## config.mk

```make
export PLATFORM = sky130hd
export DESIGN_NAME = clk_en_gen
export DESIGN_NICKNAME = d
export VERILOG_FILES = /design/src/rtl/clk_en_gen.sv
export SDC_FILE = /design/constraint.sdc
export NUM_CORES = 1
export LEC_CHECK = 0
export CAP_MARGIN = 10
export CORE_ASPECT_RATIO = 0.7
export CORE_UTILIZATION = 55
export DETAILED_ROUTE_END_ITERATION = 8
export GPL_ROUTABILITY_DRIVEN = 0
export HOLD_SLACK_MARGIN = 0.12
export PLACE_DENSITY = 0.7
export SYNTH_ARGS = -nofsm -noshare
export SYNTH_HDL_FRONTEND = slang
export SYNTH_SLANG_ARGS = --single-unit
export TNS_END_PERCENT = 50
```

## constraint.sdc

```tcl
create_clock -name CLK_IN1 -period 5.75 [get_ports CLK_IN1]
set_input_delay 0.575 -clock CLK_IN1 [delete_from_list [all_inputs] [get_ports CLK_IN1]]
set_output_delay 0.575 -clock CLK_IN1 [all_outputs]
set_load 0.005 [all_outputs]
```

## src/rtl/clk_en_gen.sv

```systemverilog
// clk_en_gen: NUM_CH run-time programmable clock-enable strobes with half-period companions
// and a lock/valid sequencer. Optional sticky STATUS port under CLK_EN_GEN_STATUS_EN.
module clk_en_gen #(
  parameter int NUM_CH      = 3,
  parameter int DIV_W       = 8,
  parameter int LOCK_CYCLES = 16,
  parameter int DEF_DIV     = 2
) (
  input  logic              CLK_IN1,
  input  logic              RESET,
  input  logic              CFG_WE,
  input  logic [2:0]        CFG_CH,
  input  logic [DIV_W-1:0]  CFG_DIV,
  input  logic [DIV_W-1:0]  CFG_PHASE,
  output logic [NUM_CH-1:0] CLK_EN,
  output logic [NUM_CH-1:0] CLK_EN_INV,
  output logic              CLK_VALID,
  output logic              CFG_BUSY
`ifdef CLK_EN_GEN_STATUS_EN
  ,
  output logic [7:0]        STATUS
`endif
);

  localparam int               LW        = (LOCK_CYCLES > 1) ? $clog2(LOCK_CYCLES) : 1;
  localparam logic [LW-1:0]    LOCK_LAST = LW'(LOCK_CYCLES - 1);
  localparam logic [DIV_W-1:0] DIV_RST   = DIV_W'(DEF_DIV);
  localparam logic [DIV_W-1:0] DIV_ONE   = DIV_W'(1);
  localparam logic [DIV_W-1:0] DIV_TWO   = DIV_W'(2);
  localparam logic [3:0]       NUM_CH_W  = 4'(NUM_CH);

  typedef enum logic {ST_LOCKING = 1'b0, ST_RUN = 1'b1} state_t;

  state_t            r_state, w_state_nxt;
  logic [LW-1:0]     r_lock, w_lock_nxt;
  logic [DIV_W-1:0]  r_div [NUM_CH];
  logic [DIV_W-1:0]  r_phase [NUM_CH];
  logic [DIV_W-1:0]  r_cnt [NUM_CH];
  logic [DIV_W-1:0]  w_div_nxt [NUM_CH];
  logic [DIV_W-1:0]  w_phase_nxt [NUM_CH];
  logic [DIV_W-1:0]  w_cnt_nxt [NUM_CH];
  logic [DIV_W-1:0]  w_inv_ph [NUM_CH];
  logic [DIV_W:0]    w_sum [NUM_CH];
  logic [NUM_CH-1:0] r_en, r_inv, w_en_nxt, w_inv_nxt;
  logic              r_valid, r_busy, w_valid_nxt, w_busy_nxt, w_run;
  logic              w_ch_ok, w_wr, w_div_small, w_clamp;
  logic [DIV_W-1:0]  w_div_eff, w_ph_eff;

  assign w_ch_ok     = ({1'b0, CFG_CH} < NUM_CH_W);
  assign w_wr        = CFG_WE & w_ch_ok;
  assign w_div_small = (CFG_DIV < DIV_TWO);
  assign w_div_eff   = w_div_small ? DIV_ONE : CFG_DIV;
  assign w_clamp     = (CFG_PHASE >= w_div_eff);
  assign w_ph_eff    = w_clamp ? (w_div_eff - DIV_ONE) : CFG_PHASE;

  // Half-period phase: (phase + div/2) mod div, computed one bit wider to avoid wrap
  always_comb begin
    for (int i = 0; i < NUM_CH; i++) begin
      w_sum[i]    = {1'b0, r_phase[i]} + {1'b0, (r_div[i] >> 1)};
      w_inv_ph[i] = (w_sum[i] >= {1'b0, r_div[i]}) ? DIV_W'(w_sum[i] - {1'b0, r_div[i]})
                                                     : w_sum[i][DIV_W-1:0];
    end
  end

  // Next-state, channel counters and next registered outputs
  always_comb begin
    w_state_nxt = r_state;
    w_lock_nxt  = r_lock;
    w_run       = 1'b0;
    w_en_nxt    = '0;
    w_inv_nxt   = '0;
    for (int i = 0; i < NUM_CH; i++) begin
      w_div_nxt[i]   = r_div[i];
      w_phase_nxt[i] = r_phase[i];
      w_cnt_nxt[i]   = '0;
    end

    if (w_wr) begin
      // Any accepted write realigns every channel through a fresh lock period
      w_state_nxt = ST_LOCKING;
      w_lock_nxt  = '0;
      for (int i = 0; i < NUM_CH; i++) begin
        if (CFG_CH == 3'(i)) begin
          w_div_nxt[i]   = w_div_eff;
          w_phase_nxt[i] = w_ph_eff;
        end else begin
          w_div_nxt[i]   = r_div[i];
          w_phase_nxt[i] = r_phase[i];
        end
      end
    end else begin
      case (r_state)
        ST_LOCKING: begin
          if (r_lock == LOCK_LAST) begin
            w_state_nxt = ST_RUN;
            w_lock_nxt  = '0;
            w_run       = 1'b1;
          end else begin
            w_lock_nxt  = r_lock + LW'(1);
          end
        end
        ST_RUN:  w_run = 1'b1;
        default: begin
          w_state_nxt = ST_LOCKING;
          w_lock_nxt  = '0;
        end
      endcase

      // r_cnt holds the RUN-cycle index mod div of the cycle being produced
      if (w_run) begin
        for (int i = 0; i < NUM_CH; i++) begin
          w_en_nxt[i]  = (r_cnt[i] == r_phase[i]);
          w_inv_nxt[i] = (r_div[i] >= DIV_TWO) && (r_cnt[i] == w_inv_ph[i]);
          w_cnt_nxt[i] = (r_cnt[i] == (r_div[i] - DIV_ONE)) ? '0 : (r_cnt[i] + DIV_ONE);
        end
      end else begin
        for (int i = 0; i < NUM_CH; i++) begin
          w_cnt_nxt[i] = '0;
        end
      end
    end

    w_valid_nxt = (w_state_nxt == ST_RUN);
    w_busy_nxt  = (w_state_nxt == ST_LOCKING);
  end

  // State, configuration and output registers
  always_ff @(posedge CLK_IN1) begin
    if (RESET) begin
      r_state <= ST_LOCKING;
      r_lock  <= '0;
      r_en    <= '0;
      r_inv   <= '0;
      r_valid <= 1'b0;
      r_busy  <= 1'b1;
      for (int i = 0; i < NUM_CH; i++) begin
        r_div[i]   <= DIV_RST;
        r_phase[i] <= '0;
        r_cnt[i]   <= '0;
      end
    end else begin
      r_state <= w_state_nxt;
      r_lock  <= w_lock_nxt;
      r_en    <= w_en_nxt;
      r_inv   <= w_inv_nxt;
      r_valid <= w_valid_nxt;
      r_busy  <= w_busy_nxt;
      for (int i = 0; i < NUM_CH; i++) begin
        r_div[i]   <= w_div_nxt[i];
        r_phase[i] <= w_phase_nxt[i];
        r_cnt[i]   <= w_cnt_nxt[i];
      end
    end
  end

  assign CLK_EN     = r_en;
  assign CLK_EN_INV = r_inv;
  assign CLK_VALID  = r_valid;
  assign CFG_BUSY   = r_busy;

`ifdef CLK_EN_GEN_STATUS_EN
  logic [2:0] r_status;

  // Sticky diagnostics: {div<2 written, invalid channel, phase clamped}
  always_ff @(posedge CLK_IN1) begin
    if (RESET) begin
      r_status <= 3'b000;
    end else begin
      r_status <= r_status | {CFG_WE & w_ch_ok & w_div_small,
                              CFG_WE & ~w_ch_ok,
                              CFG_WE & w_ch_ok & w_clamp};
    end
  end

  assign STATUS = {5'b00000, r_status};
`endif

endmodule

```

==> impl_metrics.json, run 1 <==
{
  "layout_min_cycle_time_ns": 4.12,
  "hold_viol_final": 0,
  "synth_edf_count": 0,
  "final_area_um2": 7960,
  "core.rowCount": 34,
  "fin_nets": 1043,
  "drt_wl_total_um": 19400,
  "grt_max_degree": 53,
  "cts.sinks": 84,
  "synthArstFlopShare_pct": 0,
  "power.leakage_nw": 3.11,
  "cp-end-kind": "flip-flop",
  "grt_use_total_pct": 30.0,
  "hold_class": "flip-flop to flip-flop",
  "cts-root-buf": "clkbuf_16",
  "worstSkewPairLatency_ns": 0.34,
  "die_h_um": 98.6,
  "final_cells": 1118,
  "ctsLongestPathBuffers": 2,
  "report.final.slew_viol_count": 0,
  "grt_pass1_vias": 6133,
  "slew-limit-headroom_pct": 47.5,
  "cts_resized": 0,
  "wl_per_cell_um": 17.3,
  "rsz0062_at_grt": "false",
  "grt_remaining_overflow": 0,
  "numPortBuffers": 29,
  "criticalPathCategory": "flip-flop to flip-flop",
  "switching_share_pct": 31.2,
  "synth_ff_type": "dfxtp_1",
  "die_area_um2": 13800,
  "syn-mean-instance-area_um2": 7.71,
  "finalSetupTns_ns": 0,
  "switchingPower_mw": 0.478,
  "core-area_um2": 12700,
  "cp_max_fo": 12,
  "ir_drop_v": 0.000164,
  "ys_seq_area_share_pct": 22.9,
  "start_util_pct": 57.7,
  "synthesis.area_um2": 7340,
  "power_frac_clock_pct": 36.1,
  "first_iter_violations": 528,
  "num_antenna_cells": 0,
  "share_comb_of_total_power_pct": 24.0,
  "dp.cells": 1102,
  "critPathLaunchType": "flip-flop",
  "synth_cells": 952,
  "yosysWarnings": 0,
  "ioPinCount": 30,
  "skew_ns": 0.00886,
  "layout_commonest_cell": "nor2_1",
  "power.total_mw": 1.53,
  "cts-hold-fix-buffers": 0,
  "area_delta_synth_final_pct": 8.48,
  "postPlaceCellArea_um2": 7670,
  "first_pass_iters": 5,
  "arrival_ns": 4.38,
  "cts_setup_buffers": 0,
  "utilization_pct": 62.6,
  "dpl.hpwl_um": 15200,
  "fmax_mhz": 243,
  "ys_types": 71,
  "synth_seq_cells": 84,
  "worst_pin_slew_ns": 0.779,
  "worstPathRequired_ns": 6.01,
  "pwr_density_cell_nw_per_um2": 192,
  "syn-num-nets": 1044,
  "drc": 0,
  "p_int_mw": 1.05,
  "antenna_found_initial": 0,
  "grt_pass1_wl_um": 32400,
  "drive_gt1_share_pct": 3.77,
  "max_stage_delay_ns": 0.62,
  "vias": 6625,
  "cts_max_level": 3,
  "pwr-share-seq_pct": 39.9,
  "ant_nets": 0,
  "crit_slowest_cell": "a211oi_2",
  "cts_tree": "done",
  "crit_top_cell": "nand2_1",
  "fp.dieW_um": 140,
  "outcome": "finished clean",
  "clk_pin_slew_ns": 0.07,
  "path_cells": "ha_1 -> inv_1 -> fa_1 -> nand2b_1 -> a21oi_1 -> nor4_1 -> a31oi_1 -> nand2_1 -> ha_1 -> a21o_1 -> nand2_1 -> nand2_1 -> a211oi_2 -> mux2i_1 -> xnor2_1 -> nand3_1 -> nor4b_2",
  "cts_buffers": 9,
  "timing.final.crit_share_pct": 71.6,
  "maxCapViolations": 0,
  "via_per_inst": 5.93,
  "setup_viol": 0,
  "mostFrequentLayoutCells": "nor2_1 (107), xnor2_1 (104), dfxtp_1 (84), inv_1 (66), nand2_1 (66)"
}
-- path summary, 6_finish.rpt --
kind	start	slack, ns	cells past startpoint	to
worst max-delay path	r_div[0][1]$_SDFFE_PP1P_	1.63	17	CLK_EN_INV[0]$_SDFF_PP0_
worst min-delay path	r_lock[3]$_SDFFE_PP0N_	0.49	2	r_lock[3]$_SDFFE_PP0N_
worst max register to register	r_div[0][1]$_SDFFE_PP1P_	1.63	17	CLK_EN_INV[0]$_SDFF_PP0_
worst min register to register	r_lock[3]$_SDFFE_PP0N_	0.49	2	r_lock[3]$_SDFFE_PP0N_
-- cells by family after synthesis --
group           share of synthesized area, %
simple gates                            22.2
compound gates                          16.8
xor+xnor                                16.6
buf+inv                                 6.07
flops                                   22.9
fa+ha+maj                               12.6
mux                                     2.88
-- power groups by stage --
stage          clock [mW]  sequential (mW)  combinational [mW]
2_1_floorplan           0            0.616               0.279
3_3_place_gp            0            0.623               0.356
3_5_place_dp            0            0.623               0.359
4_1_cts             0.562            0.610               0.361
5_1_grt             0.593            0.612               0.409
6_report            0.552            0.611               0.368
-- synthesized netlist by cell type, drive strengths merged, types with 4 or more instances --
cell	number	area, um^2
nand3	37	185
nor2b	9	56.3
nor2	108	408
nor3b	4	30.0
nor3	30	150
o21a	8	60.1
o22ai	7	43.8
buf	5	26.3
a211oi	18	140
xor2	35	307
clkbuf	40	164
a21oi	56	280
or3	6	37.5
o21ai	42	210
a21o	8	60.1
inv	68	255
nand2	66	248
o2111ai	4	35.0
nand4	11	68.8
and3	11	68.8
nand3b	13	97.6
a211o	4	35.0
mux2i	20	200
xnor2	104	911
ha	64	801
dfxtp	84	1680
a31oi	4	25.0
fa	6	120
nand2b	20	125
nor4	9	56.3
-- layer usage --
| metal | track usage (%) | routed length [um] |
|---|---|---|
| met1 | 47.7 | 10200 |
| met2 | 38.7 | 7070 |
| met3 | 7.87 | 1870 |
| met4 | 6.59 | 197 |
| met5 | 0 | 0 |
-- flip-flops by register name (all words and copies together) (netlist names) --
name and count:
CLK_EN 3, r_lock 4, r_phase 24, r_cnt 24
CFG_BUSY 1, CLK_VALID 1, r_div 24, CLK_EN_INV 3
-- per-stage QoR --
stage	setup slack, ns	hold WS [ns]
2_1_floorplan	2.02	0.458
3_3_place_gp	1.52	0.483
3_5_place_dp	1.47	0.488
4_1_cts	1.68	0.497
5_1_grt	1.31	0.550
6_report	1.63	0.492
-- critical path, delay by kind of cell, from the launching register on --
family	cells	cell delay [ns]
AOI/OAI and AO/OA	4	1.30
xor gates and xnor gates	1	0.14
adders and majority gates	3	1.01
buffers and inverters	1	0.05
DFF	1	0.45
muxes	1	0.29
and+or+nand+nor	7	0.79
-- layout make-up --
class	count	area [um^2]
fill	1119	4760
inverter	68	255
multi-input combinational	755	5220
tap	162	203
timing repair buffer	33	320
clock inverter	7	58.8
clock buffer	9	225
sequential	84	1680
No activity file was read; power rests on OpenSTA's default activity.
==> run 2: changes to the inputs <==
clock period = 4.1 ns   (was 5.75 ns; I/O delays follow)
==> run 2 against run 1 <==
- critical endpoint unchanged
- non-clock buffer count increased by 24
- register-to-register slack got worse by 1.4 ns
- clock skew about the same
==> impl_metrics.json, run 2 (same netlist as run 1, synthesis figures left out) <==
{
  "outcome": "finished clean",
  "worstPathRequired_ns": 4.36,
  "multiInputGateArea_um2": 5230,
  "postPlaceCellArea_um2": 7860,
  "ioPinCount": 30,
  "max_stage_delay_ns": 0.47,
  "report.final.slew_viol_count": 0,
  "worstSkewPairLatency_ns": 0.35,
  "finalSetupTns_ns": 0,
  "fin_nets": 1067,
  "cts_buffers": 9,
  "skew_ns": 0.00883,
  "grt_pass1_wl_um": 32000,
  "wl_per_cell_um": 17.0,
  "reg_top3": "r_cnt: 24 flops, r_div: 24 flops, r_phase: 24 flops",
  "path_cells": "ha_1 -> and3_1 -> a221o_1 -> o31a_1 -> nor2_2 -> xnor2_1 -> ha_1 -> nand3_1 -> o31a_2 -> or2b_2 -> or2b_2 -> o22a_1 -> o221a_1 -> nor4b_2",
  "die_h_um": 98.6,
  "ir_drop_v": 0.000207,
  "clk_pin_slew_ns": 0.07,
  "start_util_pct": 57.7,
  "cp_max_fo": 5,
  "num_antenna_cells": 0,
  "hold_viol_final": 0,
  "num-fill-cells": 1123,
  "ff_latch_area_um2": 1680,
  "cp-end-kind": "flip-flop",
  "cts.sinks": 84,
  "met2_usage_pct": 38.7,
  "core.rowCount": 34,
  "preCtsSetupSlack_ns": 0.0342,
  "cts_tree": "done",
  "worst_pin_slew_ns": 1.08,
  "fmax_mhz": 256,
  "dpl.hpwl_um": 15400,
  "slew-limit-headroom_pct": 28.2,
  "criticalPathCategory": "flip-flop to flip-flop",
  "maxCapViolations": 0,
  "final_area_um2": 8150,
  "grt_remaining_overflow": 0,
  "arrival_ns": 4.16,
  "vias": 6650,
  "setup_viol": 0,
  "hold_slack_ns": 0.499,
  "first_pass_iters": 5,
  "drc": 0,
  "hold_class": "flip-flop to flip-flop",
  "rsz0062_at_grt": "false",
  "critPathLaunchType": "flip-flop",
  "grt_max_degree": 52,
  "crit_slowest_cell": "dfxtp_1",
  "met3_usage_pct": 7.92,
  "die_area_um2": 13800,
  "fp.dieW_um": 140,
  "hold_end": "r_lock[3]$_SDFFE_PP0N_",
  "ant_nets": 0,
  "grtUsageMet1_pct": 46.7,
  "drive_gt1_share_pct": 6.43,
  "power.leakage_nw": 3.23,
  "hp-start": "r_lock[3]$_SDFFE_PP0N_",
  "timing.final.crit_share_pct": 95.1,
  "mostFrequentLayoutCells": "nor2_1 (107), xnor2_1 (104), dfxtp_1 (83), inv_1 (66), nand2_1 (66)",
  "r2r_end": "CLK_EN_INV[0]$_SDFF_PP0_",
  "antenna_found_initial": 1,
  "r2r_start": "r_div[0][4]$_SDFFE_PP0P_",
  "rr_worst_depth": 14,
  "core-area_um2": 12700,
  "layout_min_cycle_time_ns": 3.90,
  "first_iter_violations": 580,
  "hold-path-cell-count": 2,
  "ctsLongestPathBuffers": 2,
  "utilization_pct": 64.0,
  "worst_slack_ns": 0.201,
  "drt_wl_total_um": 19400,
  "grt_use_total_pct": 29.6,
  "pwr_density_cell_nw_per_um2": 268,
  "layout_commonest_cell": "nor2_1",
  "r2r_slack_ns": 0.20,
  "cts_max_level": 3,
  "numPortBuffers": 29,
  "grt_pass1_vias": 6054,
  "cts-root-buf": "clkbuf_16",
  "via_per_inst": 5.82,
  "area_delta_synth_final_pct": 11.0,
  "top_usage_layer": "met1"
}
-- run 2: changes by cell type in the layout (fill, tap and decap cells not counted), sizes merged --
cell	change
buf	+24
clkinv	-1
inv	+1
-- run 2: worst max path at each step --
stage | startpoint | to | slack [ns]
final | r_div[0][4]$_SDFFE_PP0P_ | CLK_EN_INV[0]$_SDFF_PP0_ | 0.20
after global routing | r_div[0][4]$_SDFFE_PP0P_ | CLK_EN_INV[0]$_SDFF_PP0_ | 0.008
after floorplan | r_div[0][1]$_SDFFE_PP1P_ | CLK_EN_INV[0]$_SDFF_PP0_ | 0.37
after global placement | CFG_DIV[4] | r_phase[0][13]$_SDFFE_PP0P_ | 0.14
after detailed placement | CFG_DIV[4] | r_phase[0][13]$_SDFFE_PP0P_ | 0.03
after CTS | r_phase[0][0]$_SDFFE_PP0P_ | CLK_EN_INV[0]$_SDFF_PP0_ | 0.19
-- run 2: per-stage QoR --
stage,power [mW],cells
after global placement,1.40,1126
after detailed placement,1.40,1126
after global routing,2.29,1142
final,2.18,1142
after floorplan,1.25,952
after CTS,2.18,1142
-- run 2: area by class of cell --
cell class / instances / area share, %
tap: 162 / 2.49
clock inverter: 7 / 0.676
multi-input combinational: 755 / 64.1
inverter: 68 / 3.13
clock buffer: 9 / 2.76
sequential: 84 / 20.7
timing repair buffer: 57 / 6.14
-- run 2: critical path: cells and delay by family, from the launching register on --
family | cells | cell delay, ns
fa+ha+maj | 2 | 0.73
compound gates | 5 | 1.38
xor+xnor | 1 | 0.10
simple gates | 6 | 1.13
flops | 1 | 0.47
-- run 2: what timing repair did --
item / 4_1_cts / 5_1_grt
setup endpoints to repair: 0 / 2
resized for setup: 0 / 3
hold buffers: 0 / 0
setup buffers: 0 / 0
-- run 2: report_power, final --
part           total [mW]  internal (mW)  switching [mW]
Clock               0.781          0.418           0.364
Combinational       0.549          0.245           0.304
Sequential          0.851          0.831          0.0206
Total                2.18           1.49           0.688
-- run 2: layer usage --
metal / share of wire, % / vias up
met3: 10 / 14
met1: 53 / 3043
met4: 0.73 / 0
met5: 0 / -
li1: - / 3332
met2: 36 / 261
